===== src/rtl/booth_seq_multiplier.sv =====
// Sequential radix-2 Booth multiplier, one signed WIDTH x WIDTH product per WIDTH steps.
// Define BOOTH_EARLY_TERM_EN to finish early once the remaining multiplier bits are uniform.
module booth_seq_multiplier #(
  parameter int unsigned WIDTH = 32
) (
  input  logic                 clk,
  input  logic                 rst_n,
  input  logic                 in_valid,
  output logic                 in_ready,
  input  logic [WIDTH-1:0]     multiplicand,
  input  logic [WIDTH-1:0]     multiplier,
  output logic                 out_valid,
  input  logic                 out_ready,
  output logic [2*WIDTH-1:0]   product,
  output logic                 sub_sel
);

  localparam int unsigned CntW = (WIDTH > 1) ? $clog2(WIDTH) : 1;

  typedef enum logic [1:0] {StIdle, StCalc, StDone} state_e;

  state_e           state_q, state_d;
  logic [WIDTH:0]   a_q, a_d;
  logic [WIDTH:0]   m_q, m_d;
  logic [WIDTH-1:0] q_q, q_d;
  logic             qm1_q, qm1_d;
  logic [CntW-1:0]  k_q, k_d;

  logic             add_en;
  logic [WIDTH:0]   addend;
  logic [WIDTH:0]   sum;
  logic             early;
  logic [2*WIDTH:0] aq_shift;

  // Conditional-invert adder: subtract is A + (M ^ 1..1) + 1.
  always_comb begin
    sub_sel = (state_q == StCalc) && q_q[0] && !qm1_q;
    add_en  = (state_q == StCalc) && (q_q[0] ^ qm1_q);
    addend  = add_en ? (m_q ^ {(WIDTH + 1){sub_sel}}) : '0;
    sum     = a_q + addend + {{WIDTH{1'b0}}, sub_sel};
  end

`ifdef BOOTH_EARLY_TERM_EN
  logic [WIDTH-1:0] rem_mask;
  logic [CntW:0]    sh_amt;

  // Unconsumed multiplier bits sit in q_q[WIDTH-1-k:0]; if they all match q_m1 no add/sub remains.
  always_comb begin
    rem_mask = {WIDTH{1'b1}} >> k_q;
    early    = ((q_q & rem_mask) == ({WIDTH{qm1_q}} & rem_mask));
    sh_amt   = (CntW + 1)'(WIDTH) - (CntW + 1)'(k_q);
    aq_shift = $signed({a_q, q_q}) >>> sh_amt;
  end
`else
  always_comb begin
    early    = 1'b0;
    aq_shift = '0;
  end
`endif

  always_comb begin
    state_d   = state_q;
    a_d       = a_q;
    m_d       = m_q;
    q_d       = q_q;
    qm1_d     = qm1_q;
    k_d       = k_q;
    in_ready  = (state_q == StIdle);
    out_valid = (state_q == StDone);
    product   = out_valid ? {a_q[WIDTH-1:0], q_q} : '0;

    unique case (state_q)
      StIdle: begin
        if (in_valid) begin
          m_d     = {multiplicand[WIDTH-1], multiplicand};
          a_d     = '0;
          q_d     = multiplier;
          qm1_d   = 1'b0;
          k_d     = '0;
          state_d = StCalc;
        end
      end
      StCalc: begin
        if (early) begin
          a_d     = aq_shift[2*WIDTH:WIDTH];
          q_d     = aq_shift[WIDTH-1:0];
          qm1_d   = 1'b0;
          state_d = StDone;
        end else begin
          a_d   = {sum[WIDTH], sum[WIDTH:1]};
          q_d   = {sum[0], q_q[WIDTH-1:1]};
          qm1_d = q_q[0];
          k_d   = k_q + CntW'(1);
          if (k_q == CntW'(WIDTH - 1)) begin
            state_d = StDone;
          end
        end
      end
      StDone: begin
        if (out_ready) begin
          state_d = StIdle;
        end
      end
      default: state_d = StIdle;
    endcase
  end

  always_ff @(posedge clk or negedge rst_n) begin
    if (!rst_n) begin
      state_q <= StIdle;
      a_q     <= '0;
      m_q     <= '0;
      q_q     <= '0;
      qm1_q   <= 1'b0;
      k_q     <= '0;
    end else begin
      state_q <= state_d;
      a_q     <= a_d;
      m_q     <= m_d;
      q_q     <= q_d;
      qm1_q   <= qm1_d;
      k_q     <= k_d;
    end
  end

endmodule

===== config.mk =====
export PLATFORM = sky130hd
export DESIGN_NAME = booth_seq_multiplier
export DESIGN_NICKNAME = d
export VERILOG_FILES = /design/src/rtl/booth_seq_multiplier.sv
export SDC_FILE = /design/constraint.sdc
export NUM_CORES = 1
export LEC_CHECK = 0
export BUFFER_PORTS_ARGS = -buffer_cell sky130_fd_sc_hd__buf_2
export CAP_MARGIN = 40
export CORE_ASPECT_RATIO = 1.25
export CORE_MARGIN = 5
export CORE_UTILIZATION = 50
export DETAILED_ROUTE_END_ITERATION = 8
export GPL_TIMING_DRIVEN = 0
export PLACE_DENSITY = 0.74
export SYNTH_ARGS = -nofsm -noshare
export SYNTH_HDL_FRONTEND = slang
export SYNTH_SLANG_ARGS = --single-unit

===== constraint.sdc =====
create_clock -name clk -period 4.5 [get_ports clk]
set_input_delay 0.9 -clock clk [delete_from_list [all_inputs] [get_ports clk]]
set_output_delay 0.9 -clock clk [all_outputs]
set_load 0.005 [all_outputs]

==> results.sh, run 1 <==
export IMPL_syn2layout_area_growth_pct=17.79
export IMPL_skew_ns=0.01209
export IMPL_slowest_stage="fa_1"
export IMPL_grt_antenna_before_repair=0
export IMPL_reg2reg_slack_ns=0.30
export IMPL_fmax_mhz=238.3
export IMPL_netlist_cell_type_count=49
export IMPL_grt_pass1_wl_um=30390
export IMPL_cts_clk_slew_worst_paths_ns=0.07
export IMPL_grt_max_degree=66
export IMPL_synth_fp_nets=976
export IMPL_worstSetupStartpointType="register"
export IMPL_slew_headroom_pct=58.75
export IMPL_path_delay_family="compound AO/OA/AOI/OAI gates"
export IMPL_die_x_um=113.6
export IMPL_ios=135
export IMPL_clockBufferDepth=2
export IMPL_yosys_most_used_dff="dfrtp_1"
export IMPL_syn_area_um2=6710
export IMPL_numPortBuffers=134
export IMPL_grt_pass1_vias=6154
export IMPL_r2r_end="a_q[28]"
export IMPL_end_kind="register"
export IMPL_cts_made_buffers=9
export IMPL_period_share_pct=93.26
export IMPL_ys_warn_count=0
export IMPL_cts_tree="done"
export IMPL_crit_path_max_incr_delay_ns=0.50
export IMPL_rr_startpoint="state_q[1]"
export IMPL_async_flop_share_pct=100.0
export IMPL_final_max_slew_viol_count=0
export IMPL_critPathArrivalTime_ns=4.43
export IMPL_totalWireLength_um=18570
export IMPL_layout_min_cycle_time_ns=4.197
export IMPL_hold_viol_final=0
export IMPL_tightest_slew_ns=0.6187
export IMPL_nNetsFinal=1121
export IMPL_final_setup_viol_count=0
export IMPL_root_buffer="clkbuf_16"
export IMPL_clkLatencyLatePin_ns=0.36
export IMPL_place_hpwl_um=13950
export IMPL_n_fill_cell=1319
export IMPL_clock_sinks=104
export IMPL_cap_viol_max_count=0
export IMPL_worst_path_buf_inv=3
export IMPL_ant_nets=0
export IMPL_r2r_cells=14
export IMPL_start_util_pct=50.71
export IMPL_ff_latch_area_um2=2603
export IMPL_drive_gt1_share_pct=15.64
export IMPL_wl_per_cell_um=15.55
export IMPL_die_area_um2=15850
export IMPL_avgSynthCellArea_um2=7.686
export IMPL_overflow=0
export IMPL_synth_edf_count=0
export IMPL_track_usage_pct=23.41
export IMPL_rows=47
export IMPL_drt_initial_drc_count=411
export IMPL_outcome="complete, no violations"
export IMPL_cp_required_ns=4.73
export IMPL_whs_path_depth=2
export IMPL_coreArea_um2=13230
export IMPL_fin_ws_ns=0.3032
export IMPL_path_cells="nand2b_1 > clkbuf_1 > clkbuf_2 > clkbuf_2 > nor2_1 > fa_1 > a211oi_1 > o21bai_2 > o21ba_4 > o21ai_1 > nor4_1 > a21oi_1 > nor4_1 > or3_1"
export IMPL_min_from="m_q[9]"
export IMPL_min_path_type="reg -> reg"
export IMPL_synth_seq_cells=104
export IMPL_leakage_uw=0.004026
export IMPL_viasPerCell=5.417
export IMPL_drc=0
export IMPL_post_synth_inst_count=873
export IMPL_firstDrtPassIters=5
export IMPL_power_density_nw_per_um2=754.3
export IMPL_hold_ws_ns=0.5037
export IMPL_routed_via_count=6468
export IMPL_crit_fanout=10
export IMPL_h_tree_depth=3
export IMPL_place_ws_ns=0.05689
export IMPL_die_h_um=139.5
export IMPL_yosysSeqAreaShare_pct=38.78
export IMPL_antennaDiodeCount=0
export IMPL_gp_congestion=0.9109
export IMPL_whs_endpoint="m_q[9]"
export IMPL_multi_input_area_um2=3871
export IMPL_path_class="reg -> reg"
export IMPL_vdd_ir_drop_worst_v=0.0002786
export IMPL_cts_setup_buffers=0
## cell usage in the layout (no fill, tap or decap), types with 8 or more instances in the layout
master and n:
a21oi_1 60, dfrtp_1 104, inv_1 8, a21o_1 20, xor2_1 11, a31oi_1 36, clkbuf_1 40, buf_1 11
clkbuf_16 9, and2_1 67, nand2_1 210, nor2_1 115, buf_2 133, ha_1 33, o21ai_0 44, nand3_1 19
xnor2_1 15, nand4_1 10
## layer usage
metal	routed length (um)	track usage (%)	share of wire, %	up-vias
met3	1092	3.995	5.9	17
met2	9233	40.55	50	172
met4	274	6.329	1.5	0
met5	0	0	0	-
met1	7966	30.03	43	3022
li1	-	-	-	3257
## worst reg2reg max path, cell delays in order (launching register included)
cell	delay, ns
dfrtp_1	0.38
nand2b_1	0.18
clkbuf_1	0.39
clkbuf_2	0.33
clkbuf_2	0.29
nor2_1	0.12
fa_1	0.50
a211oi_1	0.31
o21bai_2	0.16
o21ba_4	0.23
o21ai_1	0.32
nor4_1	0.12
a21oi_1	0.35
nor4_1	0.08
or3_1	0.31
## cell families after synthesis
logic type / count (synthesis) / synth area share [%]
AO/OA/AOI/OAI: 198 / 18.12
XOR/XNOR: 26 / 3.394
adder cells (fa/ha/maj): 35 / 6.750
buffers and inverters: 63 / 3.524
flip-flops: 104 / 38.78
AND/OR/NAND/NOR: 447 / 29.42
## how the worst max path moves through the flow
stage                from      end  slack, ns  cells after the start
6_report       state_q[1]  a_q[28]       0.30                     14
5_1_grt        state_q[1]  a_q[31]     -0.007                     16
4_1_cts        state_q[1]  a_q[28]       0.04                     14
3_5_place_dp   state_q[1]  a_q[28]       0.06                     14
3_3_place_gp   state_q[1]  a_q[31]       0.13                     16
2_1_floorplan  state_q[1]  a_q[31]       0.92                     16
## synth_stat cells (all sizes together) (6+ instances only)
master,instances,area (um^2)
nand2,210,788.3
nor2,115,431.7
dfrtp,104,2603
and2,67,419.2
a21oi,60,300.3
o21ai,48,240.2
clkbuf,41,153.9
a31oi,36,225.2
ha,33,412.9
a21o,20,150.1
nand3,19,95.09
xnor2,15,131.4
buf,14,52.55
xor2,11,96.34
nand4,10,62.56
inv,8,30.03
nor2b,6,37.54
## where the power goes
group,leakage [uW],switching (uW),total [uW],internal [uW]
Clock,0.000141,380,762,382
Combinational,0.00268,2060,3440,1380
Sequential,0.00121,354,1760,1410
## flip-flops by register name, summed over array words and instances, names as in the netlist
name	flops
a_q	32
state_q	2
k_q	5
qm1_q	1
q_q	32
m_q	32
## metrics by stage
| stage | cells | area [um^2] | util [%] | TNS (ns) | power [uW] |
|---|---|---|---|---|---|
| 2_1_floorplan | 873 | 6710 | - | 0 | 4351 |
| 3_3_place_gp | 1178 | 7595 | 57.40 | 0 | 5084 |
| 3_5_place_dp | 1179 | 7625 | 57.63 | 0 | 5190 |
| 4_1_cts | 1195 | 7904 | 59.74 | 0 | 5972 |
| 5_1_grt | 1194 | 7904 | 59.74 | -0.007013 | 6563 |
| 6_report | 1194 | 7904 | 59.74 | 0 | 5962 |
## cell type report
type,instances,share of cell area (%)
multi-input cells,706,48.98
flip-flops and latches,104,32.93
repair buffers,135,8.865
clock buffers,9,2.849
well taps,171,2.707
plain buffers,54,2.612
clock inverters,7,0.6807
inverters,8,0.3799
## repair_timing
| action | 4_1_cts | 5_1_grt |
|---|---|---|
| setup endpoints to repair | 0 | 10 |
| gates resized for setup | 0 | 3 |
| hold buffers | 0 | 0 |
(Power assumes the default switching activity.)
==> run 2: changes to the inputs <==
--- a/config.mk
+++ b/config.mk
@@ -7,12 +7,14 @@
 export LEC_CHECK = 0
 export BUFFER_PORTS_ARGS = -buffer_cell sky130_fd_sc_hd__buf_2
 export CAP_MARGIN = 40
+export CELL_PAD_IN_SITES_DETAIL_PLACEMENT = 0
+export CELL_PAD_IN_SITES_GLOBAL_PLACEMENT = 1
 export CORE_ASPECT_RATIO = 1.25
-export CORE_MARGIN = 5
-export CORE_UTILIZATION = 50
+export CORE_MARGIN = 1.5
+export CORE_UTILIZATION = 41
 export DETAILED_ROUTE_END_ITERATION = 8
 export GPL_TIMING_DRIVEN = 0
-export PLACE_DENSITY = 0.74
+export PLACE_DENSITY = 0.94
 export SYNTH_ARGS = -nofsm -noshare
 export SYNTH_HDL_FRONTEND = slang
 export SYNTH_SLANG_ARGS = --single-unit
==> run 2 against run 1 <==
  * First-iteration DRC count up 16%
  * Total power up 1.0%
  * Combinational power about the same
  * Sequential power about the same
  * Setup slack better by 0.13 ns
  * Critical endpoint is now a_q[31]
==> results.sh, run 2 (synthesized netlist as in run 1, its figures left out) <==
export IMPL_outcome="complete, no violations"
export IMPL_dp_cells=1225
export IMPL_numPortBuffers=134
export IMPL_comb_power_share_pct=57.0
export IMPL_crit_fanout=12
export IMPL_drc=0
export IMPL_root_buffer="clkbuf_16"
export IMPL_track_usage_pct=21.82
export IMPL_clkPwrFrac_pct=13.8
export IMPL_worstSetupStartpointType="register"
export IMPL_grt_pass1_vias=6389
export IMPL_viasPerCell=5.215
export IMPL_routed_via_count=6461
export IMPL_ctsHoldBuffers=0
export IMPL_h_tree_depth=3
export IMPL_use_met2_pct=38.74
export IMPL_place_hpwl_um=13800
export IMPL_nNetsFinal=1121
export IMPL_cts_tree="done"
export IMPL_slew_headroom_pct=59.12
export IMPL_final_setup_viol_count=0
export IMPL_wl_per_cell_um=14.85
export IMPL_gp_congestion=0.8458
export IMPL_top_regs="a_q (32), m_q (32), q_q (32)"
export IMPL_min_path_type="reg -> reg"
export IMPL_syn2layout_area_growth_pct=19.35
export IMPL_critPathArrivalTime_ns=4.31
export IMPL_grt_pass1_wl_um=30800
export IMPL_tightest_slew_ns=0.6131
export IMPL_ios=135
export IMPL_totalWireLength_um=18390
export IMPL_fmax_mhz=246.1
export IMPL_final_common_cell="nand2_1"
export IMPL_hold_viol_final=0
export IMPL_setup_tns_ns=0
export IMPL_coreArea_um2=16140
export IMPL_p_int_uw=3241
export IMPL_overflow=0
export IMPL_skew_ns=0.01162
export IMPL_final_cells=1239
export IMPL_power_density_nw_per_um2=752.0
export IMPL_drt_initial_drc_count=475
export IMPL_clock_sinks=104
export IMPL_grt_max_degree=65
export IMPL_drive_gt1_share_pct=15.74
export IMPL_antennaDiodeCount=0
export IMPL_cp_required_ns=4.74
export IMPL_final_max_slew_viol_count=0
export IMPL_swShare_pct=46.18
export IMPL_power_switching_uw=2782
export IMPL_period_share_pct=90.30
export IMPL_die_area_um2=17150
export IMPL_clkLatencyLatePin_ns=0.35
export IMPL_firstDrtPassIters=5
export IMPL_end_kind="register"
export IMPL_cts_made_buffers=9
export IMPL_path_class="reg -> reg"
export IMPL_grt_util_met3_pct=2.422
export IMPL_leakage_uw=0.004044
export IMPL_grt_use_met1_pct=28.41
export IMPL_grt_busiest_layer="met2"
export IMPL_clockBufferDepth=2
export IMPL_ant_nets=0
export IMPL_vdd_ir_drop_worst_v=0.0002736
export IMPL_fin_ws_ns=0.4367
export IMPL_place_ws_ns=0.03189
export IMPL_grt_antenna_before_repair=0
export IMPL_rsz0062_at_grt="no"
export IMPL_total_power_uw=6023
export IMPL_seqPwrFrac_pct=29.2
export IMPL_final_cell_mix="nand2_1 (210), buf_2 (134), nor2_1 (115), dfrtp_1 (104), and2_1 (67)"
export IMPL_cap_viol_max_count=0
export IMPL_rows=52
export IMPL_layout_min_cycle_time_ns=4.063
export IMPL_cts_clk_slew_worst_paths_ns=0.08
export IMPL_start_util_pct=41.59
export IMPL_die_h_um=146.0
export IMPL_die_x_um=117.4
[run 2: changes by cell type in the layout (fill, tap and decap cells not counted), sizes merged]
cell      previous run  this run
bufinv               0         1
clkbuf              52        51
buf                146       148
clkinv               4         1
clkinvlp             0         1
[run 2: cell type report]
type	instances	area, um^2
Fill cell	1680	8127
Clock buffer	10	239.0
Buffer	53	202.7
Tap cell	216	270.3
Inverter	8	30.03
Sequential cell	104	2603
Timing Repair Buffer	136	720.7
Multi-Input combinational cell	706	3871
Clock inverter	6	72.57
[run 2: routing by layer]
metal / wire [um] / up-vias
met5: 0 / -
met4: 235 / 0
met1: 8375 / 2998
met2: 9021 / 197
li1: - / 3250
met3: 760 / 16
[run 2: worst max-delay path, cell delays in order (launching register included)]
cell       delay [ns]
dfrtp_1          0.37
nand2b_1         0.43
buf_2            0.33
clkbuf_2         0.27
nor2_1           0.12
fa_1             0.49
inv_1            0.09
fa_1             0.20
nor2b_1          0.07
o2111ai_1        0.23
a21oi_1          0.15
o21a_1           0.24
a31o_2           0.29
a21oi_1          0.34
nor2_1           0.09
o31ai_1          0.25
[run 2: path summary, 6_finish.rpt]
check	from	endpoint	slack, ns	cells after the start
max	state_q[1]	a_q[31]	0.44	15
max in group asynchronous	rst_n	q_q[30]	3.40	3
max reg2reg	state_q[1]	a_q[31]	0.44	15
min reg2reg	m_q[16]	m_q[16]	0.50	2
min in group asynchronous	rst_n	a_q[18]	0.55	2
min	m_q[16]	m_q[16]	0.50	2
[run 2: power groups by stage]
stage	clock network (uW)	logic [uW]	registers, uW
detailed placement	0	3410	1770
floorplan	0	2690	1660
finish	829	3430	1760
CTS	846	3440	1760
global placement	0	3350	1760
global route	877	3910	1820
[run 2: through the flow]
stage	cell area, um^2	hold slack [ns]	utilization [%]
2_1_floorplan	6710	0.4623	-
3_3_place_gp	7651	0.4769	47.42
3_5_place_dp	7701	0.4861	47.73
4_1_cts	8014	0.5025	49.67
5_1_grt	8009	0.5363	49.64
6_report	8009	0.4992	49.64
[run 2: repair_timing]
action,CTS,global route
resized for setup,1,2
setup buffers,0,0
pin swaps,0,0
endpoints found under the setup margin,1,6
==> run 3: changes to the inputs <==
--- a/config.mk
+++ b/config.mk
@@ -10,11 +10,12 @@
 export CELL_PAD_IN_SITES_DETAIL_PLACEMENT = 0
 export CELL_PAD_IN_SITES_GLOBAL_PLACEMENT = 1
 export CORE_ASPECT_RATIO = 1.25
-export CORE_MARGIN = 1.5
+export CORE_MARGIN = 3
 export CORE_UTILIZATION = 41
 export DETAILED_ROUTE_END_ITERATION = 8
 export GPL_TIMING_DRIVEN = 0
 export PLACE_DENSITY = 0.94
+export REMOVE_ABC_BUFFERS = 1
 export SYNTH_ARGS = -nofsm -noshare
 export SYNTH_HDL_FRONTEND = slang
 export SYNTH_SLANG_ARGS = --single-unit
==> constraint.sdc (replaced) <==
create_clock -name clk -period 4.5 [get_ports clk]
set_input_delay 0.45 -clock clk [delete_from_list [all_inputs] [get_ports clk]]
set_output_delay 0.45 -clock clk [all_outputs]
set_load 0.005 [all_outputs]
==> run 3 against run 2 <==
  * Critical endpoint is now a_q[27]
  * Largest cell class unchanged
  * Largest power group unchanged
  * Sequential share of layout area grew 0.092 points
  * Hold slack lost 0.40 ns
  * Global-route usage shrank 2.9 points
  * Setup slack gained 0.050 ns
  * Critical path type unchanged
==> results.sh, run 3 (synthesized netlist as in run 1, its figures left out) <==
export IMPL_drc=0
export IMPL_layout_min_cycle_time_ns=4.013
export IMPL_firstDrtPassIters=5
export IMPL_critPathArrivalTime_ns=4.30
export IMPL_rsz0062_at_grt="no"
export IMPL_cap_viol_max_count=0
export IMPL_worstSetupStartpointType="register"
export IMPL_outcome="complete, no violations"
export IMPL_period_share_pct=89.18
export IMPL_r2r_cells=14
export IMPL_final_common_cell="nand2_1"
export IMPL_end_kind="register"
export IMPL_rr_startpoint="state_q[1]"
export IMPL_overflow=0
export IMPL_slew_headroom_pct=47.45
export IMPL_leakage_uw=0.004055
export IMPL_power_density_nw_per_um2=749.7
export IMPL_start_util_pct=42.40
export IMPL_clock_sinks=104
export IMPL_viasPerCell=5.225
export IMPL_grt_antenna_before_repair=0
export IMPL_gp_congestion=0.8827
export IMPL_antennaDiodeCount=0
export IMPL_grt_max_degree=79
export IMPL_routed_via_count=6212
export IMPL_tightest_slew_ns=0.7883
export IMPL_ant_nets=0
export IMPL_ios=135
export IMPL_h_tree_depth=3
export IMPL_cts_made_buffers=9
export IMPL_dpl_cell_area_um2=7671
export IMPL_cts_clk_slew_worst_paths_ns=0.07
export IMPL_final_setup_viol_count=0
export IMPL_grt_pass1_vias=5895
export IMPL_min_path_type="in -> async"
export IMPL_r2r_end="a_q[27]"
export IMPL_drt_initial_drc_count=378
export IMPL_place_hpwl_um=12030
export IMPL_setup_tns_ns=0
export IMPL_clkLatencyLatePin_ns=0.35
export IMPL_cts_tree="done"
export IMPL_vdd_ir_drop_worst_v=0.0002907
export IMPL_die_h_um=149.0
export IMPL_crit_path_max_incr_delay_ns=0.49
export IMPL_totalWireLength_um=17010
export IMPL_ctsHoldBuffers=0
export IMPL_slowest_stage="nand2b_4"
export IMPL_final_cell_mix="nand2_1 (209), buf_2 (133), nor2_1 (114), dfrtp_1 (104), and2_1 (66)"
export IMPL_numPortBuffers=134
export IMPL_wl_per_cell_um=14.30
export IMPL_final_max_slew_viol_count=0
export IMPL_hold_ws_ns=0.09916
export IMPL_cts_setup_buffers=0
export IMPL_drive_gt1_share_pct=17.20
export IMPL_nNetsFinal=1075
export IMPL_path_class="reg -> reg"
export IMPL_cts_resized=0
export IMPL_final_cell_area_um2=7986
export IMPL_coreArea_um2=15830
export IMPL_syn2layout_area_growth_pct=19.02
export IMPL_hold_viol_final=0
export IMPL_die_x_um=120.4
export IMPL_total_power_uw=5987
export IMPL_path_cells="nand2b_4 > buf_16 > nor2_1 > fa_1 > inv_1 > fa_1 > nor2b_1 > o2111ai_1 > a21oi_1 > o21a_1 > a31o_2 > a21oi_1 > or4_1 > nand3_1"
export IMPL_die_area_um2=17950
export IMPL_crit_fanout=78
export IMPL_fmax_mhz=249.2
export IMPL_track_usage_pct=18.88
export IMPL_clockBufferDepth=2
export IMPL_reg2reg_slack_ns=0.49
export IMPL_rows=51
export IMPL_top_regs="a_q (32), m_q (32), q_q (32)"
export IMPL_grt_pass1_wl_um=27970
export IMPL_root_buffer="clkbuf_16"
export IMPL_skew_ns=0.007598
export IMPL_cp_required_ns=4.79
==> run 3: cell count changes in the layout (fill, tap and decap cells not counted), moves of 2 or more <==
cell      change
clkbuf_1     -36
nor2b_1       -2
clkbuf_2      -2
buf_1        -11
inv_6         -3
buf_16        +4
==> run 3: how the worst max path moves through the flow <==
| stage | start | end | slack (ns) | depth (start not counted) |
|---|---|---|---|---|
| 6_report | state_q[1] | a_q[27] | 0.49 | 14 |
| 4_1_cts | state_q[0] | a_q[31] | 0.45 | 14 |
| 5_1_grt | state_q[1] | a_q[27] | 0.17 | 14 |
| 3_5_place_dp | state_q[0] | a_q[31] | 0.48 | 14 |
| 2_1_floorplan | state_q[1] | a_q[23] | -1.09 | 13 |
| 3_3_place_gp | state_q[1] | a_q[23] | -2.68 | 13 |
==> run 3: power breakdown <==
part | switching [uW] | internal (uW) | leakage [uW]
registers | 328 | 1410 | 0.00121
logic | 1970 | 1430 | 0.00269
clock network | 354 | 503 | 0.000154
==> run 3: per-layer routing <==
layer  vias to the layer above  global-route usage [%]  wire, um
met4                         0                   5.272       193
met3                        14                   3.035       720
met5                         -                       0         0
li1                       3167                       -         -
met2                       128                   33.23      8527
met1                      2903                   23.99      7567
==> run 3: worst max-delay path, delay by kind of cell (launching register included) <==
kind	cells	cell delay, ns
flip-flops	1	0.41
adder cells (fa/ha/maj)	2	0.69
buffers and inverters	2	0.46
AO/OA/AOI/OAI	5	0.97
AND/OR/NAND/NOR	5	1.42
==> run 3: stage by stage <==
stage	util [%]	worst slack, ns	instances
2_1_floorplan	-	-1.092	818
3_3_place_gp	47.01	-2.682	1164
3_5_place_dp	48.47	0.4813	1173
4_1_cts	50.47	0.4512	1189
5_1_grt	50.47	0.1736	1189
6_report	50.47	0.4871	1189
==> run 3: layout make-up <==
| class | count | area [um^2] |
|---|---|---|
| fillers | 1634 | 7839 |
| well taps | 212 | 265.3 |
| clock buffers | 13 | 250.2 |
| flip-flops and latches | 104 | 2603 |
| repair buffers | 143 | 873.3 |
| clock inverters | 3 | 65.06 |
| multi-input cells | 706 | 3900 |
| inverters | 8 | 30.03 |
